`src/rtl/tdoa_capture_sequencer_if.sv`:
```
`timescale 1ns/1ps
`default_nettype none
// ============================================================================
// Module   : tdoa_capture_sequencer_if
// Purpose  : Correlator control and result handshake bundle for the sequencer.
// Revision : 1.0 - initial release
// ============================================================================
interface tdoa_capture_sequencer_if;
  logic        enable;
  logic        corr_done;
  logic [7:0]  corr_offset_1;
  logic [7:0]  corr_offset_2;
  logic        corr_reset;
  logic        result_valid;
  logic        result_ready;
  logic [7:0]  result_offset_1;
  logic [7:0]  result_offset_2;
  logic        busy;
  logic        timeout_flag;
  logic [15:0] capture_count;

  modport master (
    input  enable, corr_done, corr_offset_1, corr_offset_2, result_ready,
    output corr_reset, result_valid, result_offset_1, result_offset_2,
           busy, timeout_flag, capture_count
  );

  modport slave (
    output enable, corr_done, corr_offset_1, corr_offset_2, result_ready,
    input  corr_reset, result_valid, result_offset_1, result_offset_2,
           busy, timeout_flag, capture_count
  );
endinterface
`default_nettype wire

```
`src/rtl/tdoa_capture_sequencer.sv`:
```
`timescale 1ns/1ps
`default_nettype none
// ============================================================================
// Module   : tdoa_capture_sequencer
// Purpose  : Arms the TDOA correlator, latches its offsets and hands them to a
//            consumer; optional LISTEN timeout under TDOA_SEQ_TIMEOUT_EN.
// Revision : 1.0 - initial release
// ============================================================================
module tdoa_capture_sequencer #(
  parameter int unsigned ARM_CYCLES     = 4,
  parameter int unsigned HOLDOFF_CYCLES = 1024,
  parameter int unsigned TIMEOUT_CYCLES = 1000000,
  parameter int unsigned CNT_W          = 24
) (
  input  wire logic                      clk,
  input  wire logic                      rst,
  tdoa_capture_sequencer_if.master       seq_io
);

  typedef enum logic [2:0] {
    S_IDLE    = 3'd0,
    S_ARM     = 3'd1,
    S_LISTEN  = 3'd2,
    S_LATCH   = 3'd3,
    S_REPORT  = 3'd4,
    S_HOLDOFF = 3'd5
  } state_e;

  localparam logic [CNT_W-1:0] C_CNT_ONE   = {{(CNT_W-1){1'b0}}, 1'b1};
  localparam logic [CNT_W-1:0] C_ARM_LAST  = CNT_W'(ARM_CYCLES - 1);
  localparam logic [CNT_W-1:0] C_HOLD_LAST = CNT_W'(HOLDOFF_CYCLES - 1);
  localparam logic [CNT_W-1:0] C_LSN_LAST  = CNT_W'(TIMEOUT_CYCLES - 1);
  localparam logic [CNT_W-1:0] C_SETTLE    = CNT_W'(2);

  state_e           state_q, state_d;
  logic [CNT_W-1:0] cnt_q, cnt_d;
  logic             timeout_q, timeout_d;
  logic             corr_reset_q;
  logic             valid_q;
  logic             busy_q;
  logic [7:0]       off1_q, off2_q;
  logic [15:0]      count_q;

  logic             w_done_ok;
  logic             w_handshake;

  // The first two LISTEN cycles may still show done from the previous run.
  assign w_done_ok   = seq_io.corr_done && (cnt_q >= C_SETTLE);
  assign w_handshake = (state_q == S_REPORT) && valid_q && seq_io.result_ready;

  always_comb begin
    state_d   = state_q;
    cnt_d     = cnt_q + C_CNT_ONE;
    timeout_d = timeout_q;
    case (state_q)
      S_IDLE: begin
        cnt_d = '0;
        if (seq_io.enable) begin
          state_d   = S_ARM;
          timeout_d = 1'b0;
        end
      end
      S_ARM: begin
        if (!seq_io.enable) begin
          state_d = S_IDLE;
        end else if (cnt_q == C_ARM_LAST) begin
          state_d = S_LISTEN;
        end
      end
      S_LISTEN: begin
        if (!seq_io.enable) begin
          state_d = S_IDLE;
        end else if (w_done_ok) begin
          state_d = S_LATCH;
        end else if (cnt_q == C_LSN_LAST) begin
`ifdef TDOA_SEQ_TIMEOUT_EN
          state_d   = S_HOLDOFF;
          timeout_d = 1'b1;
`else
          // Saturate so a very long wait never re-enters the settle window.
          cnt_d = cnt_q;
`endif
        end
      end
      S_LATCH: begin
        state_d = S_REPORT;
      end
      S_REPORT: begin
        cnt_d = cnt_q;
        if (w_handshake) begin
          state_d = S_HOLDOFF;
        end
      end
      S_HOLDOFF: begin
        if (cnt_q == C_HOLD_LAST) begin
          if (seq_io.enable) begin
            state_d   = S_ARM;
            timeout_d = 1'b0;
          end else begin
            state_d = S_IDLE;
          end
        end
      end
      default: begin
        state_d = S_IDLE;
      end
    endcase
    if (state_d != state_q) begin
      cnt_d = '0;
    end
  end

  always_ff @(posedge clk or posedge rst) begin
    if (rst) begin
      state_q      <= S_IDLE;
      cnt_q        <= '0;
      timeout_q    <= 1'b0;
      corr_reset_q <= 1'b1;
      valid_q      <= 1'b0;
      busy_q       <= 1'b0;
      off1_q       <= 8'h00;
      off2_q       <= 8'h00;
      count_q      <= 16'h0000;
    end else begin
      state_q      <= state_d;
      cnt_q        <= cnt_d;
      timeout_q    <= timeout_d;
      // Outputs are decoded from the next state so they line up with it.
      corr_reset_q <= !((state_d == S_LISTEN) || (state_d == S_LATCH) ||
                        (state_d == S_REPORT));
      valid_q      <= (state_d == S_REPORT);
      busy_q       <= (state_d != S_IDLE);
      if (state_q == S_LATCH) begin
        off1_q <= seq_io.corr_offset_1;
        off2_q <= seq_io.corr_offset_2;
      end
      if (w_handshake) begin
        count_q <= count_q + 16'd1;
      end
    end
  end

  assign seq_io.corr_reset      = corr_reset_q;
  assign seq_io.result_valid    = valid_q;
  assign seq_io.result_offset_1 = off1_q;
  assign seq_io.result_offset_2 = off2_q;
  assign seq_io.busy            = busy_q;
  assign seq_io.timeout_flag    = timeout_q;
  assign seq_io.capture_count   = count_q;

endmodule
`default_nettype wire

```
`src/flat_wrapper.sv`:
```
// flat-port wrapper written by rule: the top's interface ports become plain ports
module tdoa_capture_sequencer_flat 
#(
  parameter int unsigned ARM_CYCLES     = 4,
  parameter int unsigned HOLDOFF_CYCLES = 1024,
  parameter int unsigned TIMEOUT_CYCLES = 1000000,
  parameter int unsigned CNT_W          = 24
)
  (clk, rst, seq_io_enable, seq_io_corr_done, seq_io_corr_offset_1, seq_io_corr_offset_2, seq_io_result_ready, seq_io_corr_reset, seq_io_result_valid, seq_io_result_offset_1, seq_io_result_offset_2, seq_io_busy, seq_io_timeout_flag, seq_io_capture_count);
  tdoa_capture_sequencer_if seq_io_i ();
  input  wire logic clk;
  input  wire logic rst;
  input wire logic [$bits(seq_io_i.enable)-1:0] seq_io_enable;
  input wire logic [$bits(seq_io_i.corr_done)-1:0] seq_io_corr_done;
  input wire logic [$bits(seq_io_i.corr_offset_1)-1:0] seq_io_corr_offset_1;
  input wire logic [$bits(seq_io_i.corr_offset_2)-1:0] seq_io_corr_offset_2;
  input wire logic [$bits(seq_io_i.result_ready)-1:0] seq_io_result_ready;
  output wire logic [$bits(seq_io_i.corr_reset)-1:0] seq_io_corr_reset;
  output wire logic [$bits(seq_io_i.result_valid)-1:0] seq_io_result_valid;
  output wire logic [$bits(seq_io_i.result_offset_1)-1:0] seq_io_result_offset_1;
  output wire logic [$bits(seq_io_i.result_offset_2)-1:0] seq_io_result_offset_2;
  output wire logic [$bits(seq_io_i.busy)-1:0] seq_io_busy;
  output wire logic [$bits(seq_io_i.timeout_flag)-1:0] seq_io_timeout_flag;
  output wire logic [$bits(seq_io_i.capture_count)-1:0] seq_io_capture_count;
  assign seq_io_i.enable = seq_io_enable;
  assign seq_io_i.corr_done = seq_io_corr_done;
  assign seq_io_i.corr_offset_1 = seq_io_corr_offset_1;
  assign seq_io_i.corr_offset_2 = seq_io_corr_offset_2;
  assign seq_io_i.result_ready = seq_io_result_ready;
  assign seq_io_corr_reset = seq_io_i.corr_reset;
  assign seq_io_result_valid = seq_io_i.result_valid;
  assign seq_io_result_offset_1 = seq_io_i.result_offset_1;
  assign seq_io_result_offset_2 = seq_io_i.result_offset_2;
  assign seq_io_busy = seq_io_i.busy;
  assign seq_io_timeout_flag = seq_io_i.timeout_flag;
  assign seq_io_capture_count = seq_io_i.capture_count;
  tdoa_capture_sequencer #(.ARM_CYCLES(ARM_CYCLES), .HOLDOFF_CYCLES(HOLDOFF_CYCLES), .TIMEOUT_CYCLES(TIMEOUT_CYCLES), .CNT_W(CNT_W)) u_core (.clk(clk), .rst(rst), .seq_io(seq_io_i));
endmodule
```
`config.mk`:
```
export PLATFORM = sky130hd
export DESIGN_NAME = tdoa_capture_sequencer_flat
export DESIGN_NICKNAME = d
export VERILOG_FILES = /design/src/rtl/tdoa_capture_sequencer_if.sv /design/src/rtl/tdoa_capture_sequencer.sv /design/src/flat_wrapper.sv
export SDC_FILE = /design/constraint.sdc
export NUM_CORES = 1
export LEC_CHECK = 0
export ABC_CLOCK_PERIOD_IN_PS = 1940
export CAP_MARGIN = 20
export CORE_UTILIZATION = 32
export CTS_CLUSTER_SIZE = 14
export DETAILED_ROUTE_END_ITERATION = 10
export GPL_ROUTABILITY_DRIVEN = 1
export PLACE_DENSITY = 0.55
export SLEW_MARGIN = 20
export SYNTH_ARGS = -nofsm -noshare
export SYNTH_HDL_FRONTEND = slang
export SYNTH_SLANG_ARGS = --single-unit
```
`constraint.sdc`:
```
create_clock -name clk -period 1.94 [get_ports clk]
set_clock_uncertainty 0.1 [all_clocks]
set_input_delay 0.291 -clock clk [delete_from_list [all_inputs] [get_ports clk]]
set_output_delay 0.291 -clock clk [all_outputs]
set_load 0.005 [all_outputs]
```
==> results of run 1 <==
==> metal layers <==
metal	wire, µm	global-route usage, %
met5	0	0
met4	171	8.23
met3	252	2.82
met2	4180	28.5
met1	3780	21.8
==> critical path, stage by stage (launching register included) <==
cell and delay [ns]:
dfrtp_1 0.41, nor4_4 0.36, nand4_1 0.13, buf_4 0.19, o31ai_4 0.23, o311ai_4 0.16
buf_4 0.17, or3_1 0.36
==> synthesized netlist by cell type, types with 2 or more instances <==
| master | instances | area [µm²] |
|---|---|---|
| a21oi_1 | 12 | 60.1 |
| a21oi_2 | 3 | 26.3 |
| a22oi_1 | 6 | 45.0 |
| a31oi_1 | 5 | 31.3 |
| and3_1 | 6 | 37.5 |
| and4_1 | 2 | 17.5 |
| and4b_1 | 2 | 20.0 |
| buf_4 | 2 | 15.0 |
| buf_6 | 5 | 56.3 |
| clkbuf_1 | 4 | 15.0 |
| clkbuf_8 | 2 | 27.5 |
| dfrtp_1 | 61 | 1530 |
| ha_1 | 3 | 37.5 |
| inv_1 | 6 | 22.5 |
| mux2_2 | 19 | 214 |
| nand2_1 | 28 | 105 |
| nand3_1 | 22 | 110 |
| nand3b_1 | 2 | 15.0 |
| nand4_1 | 8 | 50.1 |
| nand4b_1 | 3 | 26.3 |
| nor2_1 | 33 | 124 |
| nor3_1 | 9 | 45.0 |
| nor3_2 | 2 | 20.0 |
| nor4_1 | 7 | 43.8 |
| o211ai_1 | 2 | 15.0 |
| o21ai_0 | 6 | 30.0 |
| or2b_2 | 2 | 17.5 |
| or3_1 | 3 | 18.8 |
| xnor2_1 | 14 | 123 |
| xor2_1 | 8 | 70.1 |
==> kinds of logic after synthesis <==
family	count (synthesis)	synth area share (%)
other	1	0.114
xor gates and xnor gates	22	5.85
DFF	62	47.1
and+or+nand+nor	141	23.6
muxes	20	7.18
buffers and inverters	22	5.05
AOI/OAI and AO/OA	44	9.91
adders and majority gates	3	1.14
==> timing repair <==
action / in CTS / in global routing
resized for setup: 14 / 17
hold buffers: 0 / 0
pin swaps: 8 / 6
endpoints found under the setup margin: 33 / 37
setup buffers: 2 / 2
endpoints found under the hold margin: 0 / 0
==> worst min path at each step <==
stage	slack [ns]	cells past startpoint	to
final	0.11	2	u_core.seq_io.result_offset_1[0]
after global routing	0.12	2	u_core.seq_io.capture_count[14]
after CTS	0.11	2	u_core.seq_io.result_offset_1[0]
after detailed placement	0.37	1	u_core.seq_io.capture_count[15]
after global placement	0.37	1	u_core.seq_io.capture_count[15]
after floorplan	0.34	1	u_core.seq_io.result_offset_1[1]
==> flip-flops by register name, indices dropped and copies added, names as in the netlist <==
name,count
u_core.cnt_q,24
u_core.state_q,3
u_core.seq_io.busy,1
u_core.seq_io.result_offset_1,8
u_core.seq_io.result_offset_2,8
u_core.seq_io.corr_reset,1
u_core.seq_io.result_valid,1
u_core.seq_io.capture_count,16
==> power by group <==
group,internal [mW],leakage (nW),switching [mW]
Combinational,0.884,1.20,0.841
Clock,0.466,0.0872,0.535
Sequential,1.47,0.817,0.110
Total,2.82,2.10,1.49
==> cell type report <==
cell class / count / area share [%]
clock buffers: 11 / 2.75
clock inverters: 5 / 0.758
flip-flops and latches: 62 / 32.4
well taps: 133 / 3.48
repair buffers: 131 / 24.3
multi-input cells: 231 / 35.8
inverters: 6 / 0.471
==> through the flow <==
stage	utilization (%)	setup TNS (ns)
2_1_floorplan	-	-2.70
4_1_cts	47.7	-5.25
6_report	48.5	-6.18
3_3_place_gp	45.1	-12.05
3_5_place_dp	45.1	-12.87
5_1_grt	48.5	-10.29
==> impl_metrics.yaml, run 1 <==
floorplanning:
  die_area_mm2: 0.0107
  num_rows: 36
  io_pins: 57
  die-height_um: 103
  coreArea_mm2: 0.00986
  die_x_um: 103
  initial_core_util_pct: 33.4
placement:
  place_ws_ns: -0.494
  placed_cells: 559
  dp_hpwl_um: 6030
  dpl-instance-area_mm2: 0.00444
  gp_congestion: 0.810
  io_buffer_count: 55
sta:
  fin_crit_sh_pct: 115
  grt_setup_unrepaired: "yes"
  finalHoldViolCount: 0
  whs_ns: 0.112
  fin_ws_ns: -0.282
  slew_violations: 0
  max_freq_mhz: 450
  post-route-min-period_ns: 2.22
  setup_viol_count_final: 28
outcome:
  violations: "setup timing"
  outcome: "complete, but fails checks"
power:
  p_leak_nw: 2.10
  p_per_area_mw_per_mm2: 901
  p_total_mw: 4.31
  irDropWorstVdd_mv: 0.451
critical_path:
  rr_startpoint: "u_core.cnt_q[22]"
  cp_max_fo: 5
  arrival_ns: 2.34
  rr_endpoint: "u_core.seq_io.busy"
  ff2ff_path_depth: 7
  cp-end-kind: "flop"
  cp-start-kind: "flop"
  path_class: "flop to flop"
  cp.required_ns: 2.06
  crit_start: "u_core.cnt_q[22]"
  regToRegSetupSlack_ns: -0.28
  critPathCapture: "u_core.seq_io.busy"
route:
  wl_per_cell_um: 14.5
  initialDrtViolationCount: 97
  remaining_drc_errors: 0
  detail_route.vias_per_cell: 4.90
  via_count: 2837
  drt_pass1_iterations: 4
  antenna_left: 0
  wirelength_um: 8390
clock_network:
  htree_num_levels: 3
  clkTransAtPathRegs_ns: 0.08
  clockBufferDepth: 2
  cts_tree: "built"
  cts_buffers: 9
  clock_latency_ns: 0.35
  clockRootBuffer: "clkbuf_8"
  clock-sinks: 62
yosys:
  syn_nets: 339
  syn_area_mm2: 0.00329
  synth_flop_cell: "dfrtp_1"
  avgSynthCellArea_um2: 10.5
  syn_inst: 315
  synth_cell_types: 58
  synth_edf_count: 0
  yosys_warnings: 0
  ys_ff_latch: 62
  seq_area_frac_synth_pct: 47.1
  synthArstFlopShare_pct: 100
finish:
  stdcell_area_mm2: 0.00479
  antennaDiodeCount: 0
  multi_input_area_mm2: 0.00171
  drive_gt1_share_pct: 33.6
  final_common_cell: "buf_4"
  nFillCells: 915
  final_cells: 579
  nets: 465
  final_cell_mix: "buf_4, dfrtp_1, clkdlybuf4s50_1"
  seq_area_mm2: 0.00155
  syn2layout_area_growth_pct: 45.3
grt:
  grt.overflow.total: 0
  grt_use_total_pct: 17.2
  grt_max_degree: 38
  grt_pass1_wl_um: 13800
  antenna_found_initial: 0
  grt_pass1_vias: 2894
job:
  cap_violations: 0
worst_hold_path:
  worstHoldPathType: "input port to asynchronous set/reset pin"
(Power assumes the default switching activity.)
==> run 2: changes to the inputs <==
CORE_UTILIZATION = 45   (was 32)
PLACE_DENSITY = 0.72   (was 0.55)
SLEW_MARGIN = unset   (was 20)
==> run 2 against run 1 <==
The flow still finishes with violations (setup timing). Largest power group unchanged. Routed wire length rose by 1.2%. Combinational power is essentially flat. Flip-flop and latch count stayed put. First-iteration DRC count up 150%. Design area down 2.0%. Die area down 28%. Sequential power hardly changed. Final cell count down 8.5%. Power is 7.4% higher. Via count fell by 0.35%. Non-clock buffer count down 12.
==> impl_metrics.yaml, run 2 (synthesis results as in run 1) <==
clock_network:
  cts_tree: "built"
  clockRootBuffer: "clkbuf_8"
  cts_buffers: 9
  clockBufferDepth: 2
  clock_latency_ns: 0.35
  clock-sinks: 62
  hold_buffers: 0
  clkTransAtPathRegs_ns: 0.08
  htree_num_levels: 3
floorplanning:
  coreArea_mm2: 0.00694
  die_x_um: 87.6
  die-height_um: 87.6
  io_pins: 57
  num_rows: 30
  die_area_mm2: 0.00767
  initial_core_util_pct: 47.4
route:
  antenna_left: 0
  remaining_drc_errors: 0
  detail_route.vias_per_cell: 5.33
  drt_pass1_iterations: 4
  wirelength_um: 8490
  via_count: 2827
  wl_per_cell_um: 16.0
  initialDrtViolationCount: 238
power:
  p_leak_nw: 2.06
  p_per_area_mw_per_mm2: 987
  p_total_mw: 4.63
  irDropWorstVdd_mv: 0.649
critical_path:
  path_class: "flop to flop"
  rr_startpoint: "u_core.cnt_q[13]"
  ff2ff_path_depth: 9
  rr_endpoint: "u_core.cnt_q[18]"
  regToRegSetupSlack_ns: -0.33
  path_cells: "nor4_4 > nand4_1 > buf_6 > buf_6 > nor4_2 > nor3_1 > mux2i_4 > buf_12 > a31oi_1"
  cp_common_cell: "buf_6"
  cp.required_ns: 2.06
  cp-start-kind: "flop"
  slowest_stage: "dfrtp_1"
  cp_max_fo: 24
  arrival_ns: 2.40
  cp-end-kind: "flop"
  crit_path_max_incr_delay_ns: 0.43
placement:
  gp_congestion: 0.875
  place_ws_ns: -0.520
  io_buffer_count: 55
  dp_hpwl_um: 6140
sta:
  slew_violations: 0
  fin_crit_sh_pct: 117
  whs_ns: 0.155
  max_freq_mhz: 440
  fin_ws_ns: -0.332
  setup_viol_count_final: 29
  setup_tns_ns: -8.38
  finalHoldViolCount: 0
  grt_setup_unrepaired: "yes"
  post-route-min-period_ns: 2.27
finish:
  syn2layout_area_growth_pct: 42.3
  drive_gt1_share_pct: 31.1
  utilization_pct: 67.5
  nets: 453
  antennaDiodeCount: 0
  largest_reg_flops: 24
  final_cell_mix: "dfrtp_1, buf_4, clkdlybuf4s50_1"
  top_register: "u_core.cnt_q"
  final_common_cell: "dfrtp_1"
grt:
  grt_pass1_vias: 2845
  grt_use_total_pct: 23.8
  antenna_found_initial: 0
  grt.overflow.total: 0
  grt_pass1_wl_um: 13800
  grt_max_degree: 27
worst_hold_path:
  worstHoldPathType: "input port to asynchronous set/reset pin"
outcome:
  outcome: "complete, but fails checks"
  violations: "setup timing"
job:
  cap_violations: 0
[run 2: worst max-delay path by stage]
stage / startpoint / end / cells after the start
2_1_floorplan: u_core.cnt_q[13] / u_core.cnt_q[12] / 7
3_3_place_gp: seq_io_enable / u_core.cnt_q[17] / 7
3_5_place_dp: seq_io_enable / u_core.cnt_q[0] / 8
4_1_cts: u_core.cnt_q[13] / u_core.cnt_q[0] / 8
5_1_grt: u_core.cnt_q[13] / u_core.cnt_q[20] / 9
6_report: u_core.cnt_q[13] / u_core.cnt_q[18] / 9
[run 2: area by class of cell]
cell class,count,area [µm²]
inverters,6,22.5
repair buffers,119,1090
multi-input cells,231,1670
clock inverters,6,93.8
flip-flops and latches,62,1550
clock buffers,10,138
well taps,96,120
fillers,533,2250
[run 2: metrics by stage]
stage / std cells / instance area (µm²)
after floorplan: 315 / 3310
after global placement: 509 / 4330
after detailed placement: 509 / 4330
after CTS: 528 / 4650
after global routing: 530 / 4690
final: 530 / 4690
[run 2: per-layer routing]
layer / routed length, µm / GRT usage, % / vias up
li1: - / - / 1357
met1: 3620 / 30.7 / 1363
met2: 4330 / 40.1 / 94
met3: 406 / 3.96 / 13
met4: 125 / 9.54 / 0
met5: 0 / 0 / -
[run 2: what timing repair did]
item                       4_1_cts  5_1_grt
gates resized for setup         14        7
setup buffers                    3        2
setup endpoints to repair       30       36
pin swaps                        9        4
[run 2: where the power goes]
| group | internal [mW] | switching, mW |
|---|---|---|
| combinational | 0.872 | 0.848 |
| clock | 0.767 | 0.548 |
| sequential | 1.47 | 0.122 |
| total | 3.11 | 1.52 |
[run 2: critical path, delay by kind of cell, from the launching register on]
family | cells | cell delay (ns)
buf+inv | 3 | 0.47
simple gates | 4 | 0.89
mux | 1 | 0.17
flops | 1 | 0.43
compound gates | 1 | 0.07
